**config.mk**
```make
export PLATFORM = sky130hd
export DESIGN_NAME = unsharp_cfg_sequencer
export DESIGN_NICKNAME = d
export VERILOG_FILES = /design/src/rtl/unsharp_cfg_sequencer_pkg.sv /design/src/rtl/unsharp_cfg_sequencer_frame_tracker.sv /design/src/rtl/unsharp_cfg_sequencer.sv
export SDC_FILE = /design/constraint.sdc
export NUM_CORES = 1
export LEC_CHECK = 0
export CORE_ASPECT_RATIO = 1.4
export CORE_MARGIN = 2
export CORE_UTILIZATION = 27
export DETAILED_ROUTE_END_ITERATION = 12
export GPL_TIMING_DRIVEN = 0
export SYNTH_ARGS = -nofsm -noshare
export SYNTH_HDL_FRONTEND = slang
export SYNTH_SLANG_ARGS = --single-unit
```
**constraint.sdc**
```tcl
create_clock -name clk -period 4.05 [get_ports clk]
set_clock_uncertainty 0.2 [all_clocks]
set_input_delay 0.81 -clock clk [delete_from_list [all_inputs] [get_ports clk]]
set_output_delay 0.81 -clock clk [all_outputs]
set_load 0.03 [all_outputs]
```
**src/rtl/unsharp_cfg_sequencer_pkg.sv**
```systemverilog
// rtl/unsharp_cfg_sequencer_pkg.sv - shared dtype codes, FSM states and address map helpers
package unsharp_cfg_sequencer_pkg;

  localparam int DTYPE_WIDTH = 3;
  localparam logic [DTYPE_WIDTH-1:0] DT_DATA        = 3'd0;
  localparam logic [DTYPE_WIDTH-1:0] DT_FRAME_START = 3'd1;
  localparam logic [DTYPE_WIDTH-1:0] DT_FRAME_END   = 3'd2;
  localparam logic [DTYPE_WIDTH-1:0] DT_LINE_END    = 3'd3;

  typedef enum logic [1:0] {
    ST_IDLE   = 2'd0,
    ST_ARMED  = 2'd1,
    ST_DRAIN  = 2'd2,
    ST_COMMIT = 2'd3
  } state_t;

  function automatic int addr_threshold(input int kernel_size);
    return kernel_size;
  endfunction

  function automatic int addr_enable(input int kernel_size);
    return kernel_size + 1;
  endfunction

endpackage

```
**src/rtl/unsharp_cfg_sequencer_frame_tracker.sv**
```systemverilog
// rtl/unsharp_cfg_sequencer_frame_tracker.sv - frame boundary strobes, in_frame flag and frame counter
module unsharp_cfg_sequencer_frame_tracker
  import unsharp_cfg_sequencer_pkg::*;
#(
  parameter int FRAME_CNT_WIDTH = 16
) (
  input  logic                       clk,
  input  logic                       reset,
  input  logic                       dvi,
  input  logic [DTYPE_WIDTH-1:0]     dtypei,
  output logic                       frame_start,
  output logic                       frame_end,
  output logic                       in_frame,
  output logic [FRAME_CNT_WIDTH-1:0] frame_count
);

  assign frame_start = dvi && (dtypei == DT_FRAME_START);
  assign frame_end   = dvi && (dtypei == DT_FRAME_END);

  always_ff @(posedge clk or posedge reset) begin
    if (reset) begin
      in_frame    <= 1'b0;
      frame_count <= '0;
    end else begin
      if (frame_start)
        in_frame <= 1'b1;
      else if (frame_end)
        in_frame <= 1'b0;
      if (frame_end)
        frame_count <= frame_count + 1'b1;
    end
  end

endmodule

```
**src/rtl/unsharp_cfg_sequencer.sv**
```systemverilog
// rtl/unsharp_cfg_sequencer.sv - stages unsharp-mask config and commits it during vertical blank
module unsharp_cfg_sequencer
  import unsharp_cfg_sequencer_pkg::*;
#(
  parameter int PIXEL_WIDTH     = 8,
  parameter int KERNEL_SIZE     = 3,
  parameter int COEFF_WIDTH     = 8,
  parameter int DRAIN_CYCLES    = 64,
  parameter int FRAME_CNT_WIDTH = 16
) (
  input  logic                               clk,
  input  logic                               reset,
  input  logic                               cfg_we,
  input  logic [3:0]                         cfg_addr,
  input  logic [15:0]                        cfg_wdata,
  output logic                               cfg_err,
  input  logic                               commit_req,
  output logic                               commit_ack,
  output logic                               busy,
  input  logic                               dvi,
  input  logic [DTYPE_WIDTH-1:0]             dtypei,
  output logic                               enable_o,
  output logic [KERNEL_SIZE*COEFF_WIDTH-1:0] coeffs_o,
  output logic [PIXEL_WIDTH-1:0]             threshold_o,
  output logic [FRAME_CNT_WIDTH-1:0]         frame_count,
  output logic                               in_frame
);

  localparam int DRAIN_W = (DRAIN_CYCLES < 2) ? 1 : $clog2(DRAIN_CYCLES + 1);
  localparam logic [DRAIN_W-1:0] DRAIN_INIT = DRAIN_W'(DRAIN_CYCLES);
  localparam logic [3:0] ADDR_THRESHOLD = 4'(addr_threshold(KERNEL_SIZE));
  localparam logic [3:0] ADDR_ENABLE    = 4'(addr_enable(KERNEL_SIZE));

  state_t                           state, state_n;
  logic [DRAIN_W-1:0]               drain_cnt, drain_n;
  logic                             frame_start, frame_end;
  logic                             stg_enable;
  logic [KERNEL_SIZE*COEFF_WIDTH-1:0] stg_coeffs;
  logic [PIXEL_WIDTH-1:0]           stg_threshold;
  logic                             addr_ok;
  logic                             unused_wdata;

  assign addr_ok      = (cfg_addr <= ADDR_ENABLE);
  assign unused_wdata = ^cfg_wdata;

  unsharp_cfg_sequencer_frame_tracker #(
    .FRAME_CNT_WIDTH(FRAME_CNT_WIDTH)
  ) u_frame_tracker (
    .clk        (clk),
    .reset      (reset),
    .dvi        (dvi),
    .dtypei     (dtypei),
    .frame_start(frame_start),
    .frame_end  (frame_end),
    .in_frame   (in_frame),
    .frame_count(frame_count)
  );

  // A new frame starting during drain pushes the commit out to that frame's end.
  always_comb begin
    state_n = state;
    drain_n = drain_cnt;
    case (state)
      ST_IDLE: begin
        if (commit_req) begin
          if (in_frame || frame_start) begin
            state_n = ST_ARMED;
          end else begin
            state_n = ST_DRAIN;
            drain_n = DRAIN_INIT;
          end
        end
      end
      ST_ARMED: begin
        if (frame_end) begin
          state_n = ST_DRAIN;
          drain_n = DRAIN_INIT;
        end
      end
      ST_DRAIN: begin
        if (frame_start)
          state_n = ST_ARMED;
        else if (drain_cnt == '0)
          state_n = ST_COMMIT;
        else
          drain_n = drain_cnt - 1'b1;
      end
      ST_COMMIT: state_n = ST_IDLE;
      default:   state_n = ST_IDLE;
    endcase
  end

  always_ff @(posedge clk or posedge reset) begin
    if (reset) begin
      state         <= ST_IDLE;
      drain_cnt     <= '0;
      busy          <= 1'b0;
      commit_ack    <= 1'b0;
      cfg_err       <= 1'b0;
      stg_enable    <= 1'b0;
      stg_coeffs    <= '0;
      stg_threshold <= '1;
      enable_o      <= 1'b0;
      coeffs_o      <= '0;
      threshold_o   <= '1;
    end else begin
      state      <= state_n;
      drain_cnt  <= drain_n;
      busy       <= (state_n != ST_IDLE);
      commit_ack <= (state_n == ST_COMMIT);
      cfg_err    <= cfg_we && ((state != ST_IDLE) || !addr_ok);
      if (cfg_we && (state == ST_IDLE) && addr_ok) begin
        for (int i = 0; i < KERNEL_SIZE; i++)
          if (cfg_addr == 4'(i))
            stg_coeffs[i*COEFF_WIDTH +: COEFF_WIDTH] <= cfg_wdata[COEFF_WIDTH-1:0];
        if (cfg_addr == ADDR_THRESHOLD)
          stg_threshold <= cfg_wdata[PIXEL_WIDTH-1:0];
        if (cfg_addr == ADDR_ENABLE)
          stg_enable <= cfg_wdata[0];
      end
      if (state == ST_COMMIT) begin
        enable_o    <= stg_enable;
        coeffs_o    <= stg_coeffs;
        threshold_o <= stg_threshold;
      end
    end
  end

endmodule

```
Word level (Yosys, flattened, before mapping) --
Cells that the tools add are included.
Storage, ports and cells: register bits after elaboration 95, input bits 28, logic and storage cells 68
Operators by class: add/subtract/negate cells 2, order comparisons 1, eq/ne operators 15, mux-type cells 14, reduce and logical (&&, ||, !) cells 21
Operator list (count):
- $mux W7 | 5
- $pmux W7 S3 | 1
- $add A16 B1 Y16 const B | 1
- $mux W2 | 5
- $ne A2 B2 Y1 const B | 5
- $reduce_and A2 Y1 | 5
- $eq A4 B2 Y1 const B | 2
- $pmux W2 S4 | 1
- $logic_not A7 Y1 | 1
- $sub A7 B1 Y7 const B | 1
- $eq A2 B2 Y1 const B | 3
- $reduce_and A6 Y1 | 1
- $reduce_bool A2 Y1 | 3
- $logic_and A1 B1 Y1 | 5
- $eq A4 B1 Y1 const B | 1
- $eq A4 B3 Y1 const B | 1
- $le A4 B3 Y1 const B | 1
- $logic_not A4 Y1 | 1
- $eq A3 B1 Y1 const B | 1
- $eq A3 B2 Y1 const B | 1
- $reduce_bool A3 Y1 | 1
- $eq A2 B1 Y1 const B | 1
- $logic_not A2 Y1 | 1
- $logic_or A1 B1 Y1 | 2
- 2 further kinds | 3

Logic depth before layout (Yosys ltp) --
Gate-level depths: netlist (run 1).
depth in word-level cells 7, depth in mapped cells 6, depth with buffers taken out 6

Modules after synthesis --
From an unflattened synthesis (run 1), not the netlist that was laid out.
Unflattened totals: cells, all modules 282, area total of the unflattened synthesis 4013.8 µm²
By module, submodules not included:
- unsharp_cfg_sequencer | instances 1, cells an instance 220, area each 3210.6 µm²
- unsharp_cfg_sequencer_frame_tracker | instances 1, cells an instance 62, area each 803.3 µm²

Worst setup path before layout (run 1) --
No wires, ideal clock.
kind input -> register, start input dtypei[0], end register u_frame_tracker.frame_count[12], arrival time 1.851 ns, required time 3.717 ns, setup slack 1.866 ns, stages on the path 6, path buffers 2, cell sequence nor4bb_1 -> buf_2 -> and3_1 -> clkbuf_1 -> nand4_1 -> xnor2_1
On the way: cells in the longest elaborated chain, start to end 2
RTL lines:
- from (decl) | line unsharp_cfg_sequencer.sv:21 | input logic [DTYPE_WIDTH-1:0] dtypei,
- $eq A3 B2 Y1 | line unsharp_cfg_sequencer_frame_tracker.sv:18 | assign frame_end = dvi && (dtypei == DT_FRAME_END);
- $logic_and A1 B1 Y1 | line unsharp_cfg_sequencer_frame_tracker.sv:18
- to (signal assigned) | line unsharp_cfg_sequencer_frame_tracker.sv:30 | frame_count <= frame_count + 1'b1;
- to (decl) | line unsharp_cfg_sequencer_frame_tracker.sv:14 | output logic [FRAME_CNT_WIDTH-1:0] frame_count
No other way between the ends. A chain may end at the register's enable or synchronous reset.

Worst setup path after layout (run 1) --
start input cfg_addr[3], end register stg_coeffs[23]
On the way: cells in the longest elaborated chain, start to end 3, elaborated cells on any way between the ends 4, classes of those cells order compare: 1; eq/ne: 1; reduce/logical: 2
RTL lines:
- from (decl) | line unsharp_cfg_sequencer.sv:14 | input logic [3:0] cfg_addr,
- $le A4 B3 Y1 | line unsharp_cfg_sequencer.sv:43 | assign addr_ok = (cfg_addr <= ADDR_ENABLE);
- $logic_and A1 B1 Y1 | line unsharp_cfg_sequencer.sv:112 | if (cfg_we && (state == ST_IDLE) && addr_ok) begin
- $reduce_and A2 Y1 (no source line) (*)
- to (signal, indexed assignment) | line unsharp_cfg_sequencer.sv:115 | stg_coeffs[i*COEFF_WIDTH +: COEFF_WIDTH] <= cfg_wdata[COEFF_WIDTH-1:0];
- to (decl) | line unsharp_cfg_sequencer.sv:38 | logic [KERNEL_SIZE*COEFF_WIDTH-1:0] stg_coeffs;
Mark *: on every way between the ends. The rest lies on a longest branch, timed or not.

==> summary.md, run 1 <==
| Metric | Value |
|---|---|
| Fin util | 0.364 |
| Nets | 392 |
| DRT antenna net count | 0 |
| Syn. warnings | 0 |
| Largest net degree at the start of global routing | 63 |
| CP Data Required Time | 4060 ps |
| Sequential Power Share | 0.428 |
| Antenna violations before repair | 0 |
| R2r endpoint | stg_coeffs[23] |
| Global-route wire length before repair | 14,000 microns |
| Vias | 2,553 |
| Pwr/cell area | 675 nW/um^2 |
| Gpl congestion | 0.727 |
| Met2 GRT Util | 0.191 |
| Endpoints failing hold | 0 |
| Hold Path Class | reg -> reg |
| Tmin final | 2650 ps |
| Routed WL per cell | 15.1 microns |
| Reg2Reg Setup Slack | 1770 ps |
| Crit-path leading delay family | simple AND/OR/NAND/NOR gates |
| Pre-antenna DRT Iters | 4 |
| Global Route Usage Sum | 0.114 |
| Ranking of synthesized cells by area | dfrtp_1, mux2_2, dfstp_2 |
| CP Capture Type | flip-flop |
| Top cell type's share of synthesized area | 0.493 |
| Result of the run | complete, no violations |
| PortBufs | 72 |
| Peak VDD IR | 0.285 mV |
| Leak Pwr | 2.26 nW |
| Mapped cell area | 4010 sq um |
| Clock transition at the registers of the reported paths | 70 ps |
| RSZ-0062 raised after global routing | false |
| Switching part of the total power | 0.335 |
| Distinct cells, synth | 49 |
| CTS tree | yes |
| Critical path's slowest cell | nor3b_4 |
| Worst slew pin tran | 698 ps |
| Critical path peak fanout | 8 |
| Die Ht | 148 microns |
| Vias in the first global route | 2,659 |
| Worst-case reg-to-reg path depth | 5 |
| Routing usage on met1 | 0.141 |
| PostCTS Resize Cnt | 0 |
| Die area | 15,900 sq um |
| Crit. Startpoint | cfg_addr[3] |
| CORE AREA | 14,500 sq um |
| Register area share after synthesis | 0.597 |
| Data arrival, critical path | 2670 ps |
| Root Buffer | clkbuf_16 |
| Worst Path Buf+Inv | 1 |
| Worst skew pair latency | 330 ps |
| Logic pwr share | 0.353 |
| Max Clock Freq | 377 MHz |
| WHS Endpoint | u_frame_tracker.frame_count[15] |
| Io pins | 81 |
| CP cell instances | clkdlybuf4s50_1 -> nor3_4 -> nand3b_4 -> nor3b_4 -> mux2_2 |
| Layer with the highest usage | met2 |
| Hold path cells | 1 |
| Antenna cells | 0 |
| Worst hold start | u_frame_tracker.frame_count[15] |
| Final wirelength | 8410 microns |
| Avg Cell Area, Syn | 14.5 sq um |
| Relative slew slack | 0.534 |
| Worst flop-to-flop path startpoint | state[1] |
| Rows | 52 |
| Psw | 1.19 mW |
| Hold WS | 275 ps |
| Largest buffer count on any clock path | 2 |
| Total CTS buffers | 9 |
| Syn nets | 308 |
| Proportion of layout cells with a drive suffix above 1 | 0.317 |
| Final period utilization | 0.655 |
| Syn Inst Count | 277 |
| GRT met3 Usage | 0.0355 |
| Post-CTS setup buffers | 0 |
| Final setup fails | 0 |
| Sink Count | 95 |
| Kind of start point of the critical path | input port |
| FF+latch count, synth | 95 |
| Congestion Overflow GR | 0 |
| Max H-tree Level | 3 |
| CP max stage delay | 640 ps |
| Post-route DRC | 0 |
| Post-synth top area cell | dfrtp_1 |
| Cell Int Power | 2.37 mW |
| Share of total power in the clock network | 0.220 |
| 1st-iter DRT viols | 64 |
| DP Wirelength | 5970 microns |
| Slew Limit Fails | 0 |
| Via-to-Cell Ratio | 4.60 |
| Starting density of the core | 0.277 |
| Hold-fix buffers at CTS | 0 |
| Syn-to-layout area delta | 31.5% |
| Crit path kind | in -> reg |
| Max Cap Viol | 0 |
| Die width | 107 microns |
[through the flow]
step | setup TNS, ps | total power, mW | cell area (sq um) | cells | setup slack [ps]
global placement | -68220 | 2.77 | 4970 | 538 | -871
CTS | 0 | 3.62 | 5280 | 555 | 1350
detailed placement | 0 | 2.82 | 5000 | 539 | 1000
floorplan | 0 | 2.34 | 4010 | 277 | 589
global route | 0 | 3.79 | 5280 | 555 | 1290
finish | 0 | 3.56 | 5280 | 555 | 1400
[state kept, by name, indices dropped and copies added (netlist names), 2 cells and up]
register                     count
drain_cnt                        7
u_frame_tracker.frame_count     16
state                            2
coeffs_o                        24
stg_coeffs                      24
stg_threshold                    8
threshold_o                      8
[final cells by class]
class	instances	area, sq um
Buffer	8	41.3
Clock buffer	11	243
Clock inverter	5	33.8
Fill cell	1400	9230
Inverter	5	21.3
Multi-Input combinational cell	169	1560
Sequential cell	95	2400
Tap cell	189	236
Timing Repair Buffer	73	748
[cell usage after synthesis, drive strengths merged]
| library cell | instances |
|---|---|
| a211o | 1 |
| a211oi | 2 |
| a21boi | 1 |
| a21oi | 5 |
| a221o | 3 |
| a31oi | 1 |
| a32oi | 1 |
| a41oi | 1 |
| and2 | 1 |
| and3 | 3 |
| and3b | 1 |
| and4 | 4 |
| buf | 7 |
| clkbuf | 1 |
| dfrtp | 79 |
| dfstp | 16 |
| ha | 3 |
| inv | 5 |
| mux2 | 67 |
| nand2 | 9 |
| nand2b | 2 |
| nand3 | 3 |
| nand3b | 1 |
| nand4 | 7 |
| nor2 | 8 |
| nor2b | 3 |
| nor3 | 5 |
| nor3b | 6 |
| nor4 | 1 |
| nor4b | 1 |
| nor4bb | 2 |
| o211ai | 2 |
| o21ai | 2 |
| o21bai | 1 |
| o2bb2ai | 2 |
| or2 | 1 |
| or3 | 2 |
| or3b | 1 |
| or4b | 1 |
| xnor2 | 13 |
| xor2 | 2 |
[per-layer routing]
layer  wire, microns  share of wire
met1            3770           0.45
met2            4180           0.50
met3             386          0.046
met4              64         0.0076
met5               0              0
[cell families (layout without fill, tap and decap cells)]
logic type               Yosys count  in the layout  synth area share
XOR/XNOR                          15             15            0.0327
adder cells (fa/ha/maj)            3              3           0.00936
buffers and inverters             13            102            0.0150
AND/OR/NAND/NOR                   62             62             0.109
multiplexers                      67             67             0.188
AO/OA/AOI/OAI                     22             22            0.0486
flip-flops                        95             95             0.597
[cell usage in the layout (no fill, tap or decap), types with 3 or more instances in the layout]
cell type / instances
a221o_1: 3
dfstp_2: 16
dfrtp_1: 79
ha_1: 3
buf_1: 3
inv_1: 4
nor2_1: 7
a21oi_1: 5
nor3_1: 3
clkdlybuf4s50_1: 72
nand2_1: 9
and4_1: 4
nor3b_1: 4
nor2b_1: 3
nand4_1: 7
clkbuf_16: 9
xnor2_1: 13
mux2_2: 67
nand3_1: 3
and3_1: 3
buf_2: 3
[worst max-delay path by stage]
stage | to | cells past startpoint
floorplan | busy | 1
global placement | stg_coeffs[21] | 2
detailed placement | stg_coeffs[23] | 5
CTS | stg_coeffs[23] | 5
global route | u_frame_tracker.frame_count[12] | 7
finish | stg_coeffs[23] | 5
[power by group through the flow]
stage	sequential [mW]	clock (mW)	combinational (mW)
after CTS	1.53	0.815	1.28
after global placement	1.53	0	1.24
after detailed placement	1.54	0	1.28
final	1.52	0.783	1.26
after floorplan	1.76	0	0.586
after global routing	1.57	0.865	1.36
Note: power is estimated with default switching activity, not from simulation.
==> run 2, diff against run 1 <==
==> constraint.sdc (replaced) <==
create_clock -name clk -period 2.7 [get_ports clk]
set_clock_uncertainty 0.2 [all_clocks]
set_input_delay 0.54 -clock clk [delete_from_list [all_inputs] [get_ports clk]]
set_output_delay 0.54 -clock clk [all_outputs]
set_load 0.03 [all_outputs]
==> summary.md, run 2 (synthesis results as in run 1) <==
| Metric | Value |
|---|---|
| Met3 routed WL | 439 microns (+14%) |
| Io pins | 81 (unchanged) |
| Max Cap Viol | 0 (unchanged) |
| Routed WL per cell | 15.1 microns (-0.33%) |
| Largest buffer count on any clock path | 2 (unchanged) |
| Pwr/cell area | 1070 nW/um^2 (+59%) |
| Peak VDD IR | 0.503 mV (+76%) |
| Die width | 107 microns (unchanged) |
| Critical path peak fanout | 8 (unchanged) |
| Post-route DRC | 0 (unchanged) |
| PortBufs | 72 (unchanged) |
| Worst skew pair latency | 330 ps (about the same) |
| Hold Path Class | reg -> reg |
| Antenna cells | 0 (unchanged) |
| Via-to-Cell Ratio | 4.55 (-1.1%) |
| Non-Filler Instances | 556 (+0.18%) |
| Pre-antenna DRT Iters | 4 (unchanged) |
| Max H-tree Level | 3 (unchanged) |
| Proportion of layout cells with a drive suffix above 1 | 0.322 (+0.00459) |
| Gpl congestion | 0.713 (-2.0%) |
| Sink Count | 95 (unchanged) |
| Final setup fails | 0 (unchanged) |
| Rows | 52 (unchanged) |
| Sequential Area | 2400 sq um (unchanged) |
| Dpl ws | -34.2 ps (-1040 ps) |
| DRT antenna net count | 0 (unchanged) |
| Final wirelength | 8390 microns (-0.15%) |
| Vias | 2,529 (-0.94%) |
| CP Capture Type | flip-flop |
| Largest regs | coeffs_o x24, stg_coeffs x24, u_frame_tracker.frame_count x16 |
| Placed insts | 540 (+0.19%) |
| Congestion Overflow GR | 0 (unchanged) |
| Crit path kind | in -> reg |
| Data arrival, critical path | 2370 ps (-300 ps) |
| Final period utilization | 0.871 |
| Die Ht | 148 microns (unchanged) |
| Die area | 15,900 sq um (unchanged) |
| Slew Limit Fails | 0 (unchanged) |
| Most frequent cells in the layout | dfrtp_1, clkdlybuf4s50_1, mux2_2 |
| Metal-1 WL | 3510 microns (-6.9%) |
| Multi-input logic area | 1560 sq um (unchanged) |
| CORE AREA | 14,500 sq um (unchanged) |
| Global-route wire length before repair | 14,000 microns (about the same) |
| Largest net degree at the start of global routing | 37 (-41%) |
| Starting density of the core | 0.277 (unchanged) |
| Global Route Usage Sum | 0.114 (about the same) |
| Most common cell after layout, fill and taps aside | dfrtp_1 |
| Nets | 393 (+0.26%) |
| Leak Pwr | 2.31 nW (+2.5%) |
| Syn-to-layout area delta | 34.7% |
| Endpoints failing hold | 0 (unchanged) |
| Worst slew pin tran | 759 ps (+61.7 ps) |
| CTS tree | yes |
| DP Wirelength | 6010 microns (+0.68%) |
| Final worst slack | 348 ps (-1050 ps) |
| CP Data Required Time | 2720 ps (-1340 ps) |
| Hold-fix buffers at CTS | 0 (unchanged) |
| Top layer in use | met4 |
| 1st-iter DRT viols | 56 (-13%) |
| Result of the run | complete, no violations |
| Kind of start point of the critical path | input port |
| Max Clock Freq | 425 MHz |
| Total CTS buffers | 9 (unchanged) |
| Vias in the first global route | 2,699 (+1.5%) |
| Relative slew slack | 0.494 (-0.0406) |
| Fillcell total | 1,370 (-2.1%) |
| Post-CTS setup buffers | 0 (unchanged) |
| Tmin final | 2350 ps |
| Root Buffer | clkbuf_16 |
| RSZ-0062 raised after global routing | false |
| Antenna violations before repair | 0 (unchanged) |
| Metal2 WL | 4330 microns (+3.6%) |
| Clock transition at the registers of the reported paths | 70 ps (about the same) |
| PostCTS Resize Cnt | 0 (unchanged) |
run 2: per-stage QoR:
step	setup TNS (ps)	util	instance area, sq um	total power, mW	hold WS, ps
detailed placement	-223	0.346	5010	4.23	274
finish	0	0.373	5410	5.80	273
CTS	0	0.373	5410	5.89	284
global route	0	0.373	5410	6.14	303
floorplan	0	-	4020	3.52	275
global placement	-12520	0.343	4970	4.16	264
run 2: layout make-up:
type,count,share of cell area
plain buffers,8,0.00764
clock buffers,9,0.0417
clock inverters,7,0.0308
inverters,5,0.00417
multi-input cells,169,0.288
flip-flops and latches,95,0.444
well taps,189,0.0438
repair buffers,74,0.141
run 2: power by group:
| part | switching [mW] | internal (mW) |
|---|---|---|
| Combinational | 0.952 | 0.933 |
| Sequential | 0.306 | 1.97 |
| Clock | 0.545 | 1.10 |
run 2: worst paths after layout:
kind / end / cells past startpoint / startpoint / slack, ps
worst min-delay path: u_frame_tracker.frame_count[15] / 1 / u_frame_tracker.frame_count[15] / 270
max in group asynchronous: stg_threshold[3] / 3 / reset / 1190
worst max register to register: drain_cnt[3] / 6 / drain_cnt[0] / 410
worst min register to register: u_frame_tracker.frame_count[15] / 1 / u_frame_tracker.frame_count[15] / 270
min in group asynchronous: coeffs_o[7] / 2 / reset / 450
worst max-delay path: stg_coeffs[22] / 5 / cfg_addr[3] / 350
run 2: critical path, cell delays in order:
cell and delay (ps):
clkdlybuf4s50_1 450, nor3_4 200, nand3b_4 160, nor3b_4 600
mux2_2 400
run 2: routing by layer:
metal | vias up | global-route usage
met5 | - | 0
met4 | 0 | 0.0409
met3 | 7 | 0.0320
met2 | 59 | 0.192
met1 | 1286 | 0.138
li1 | 1177 | -
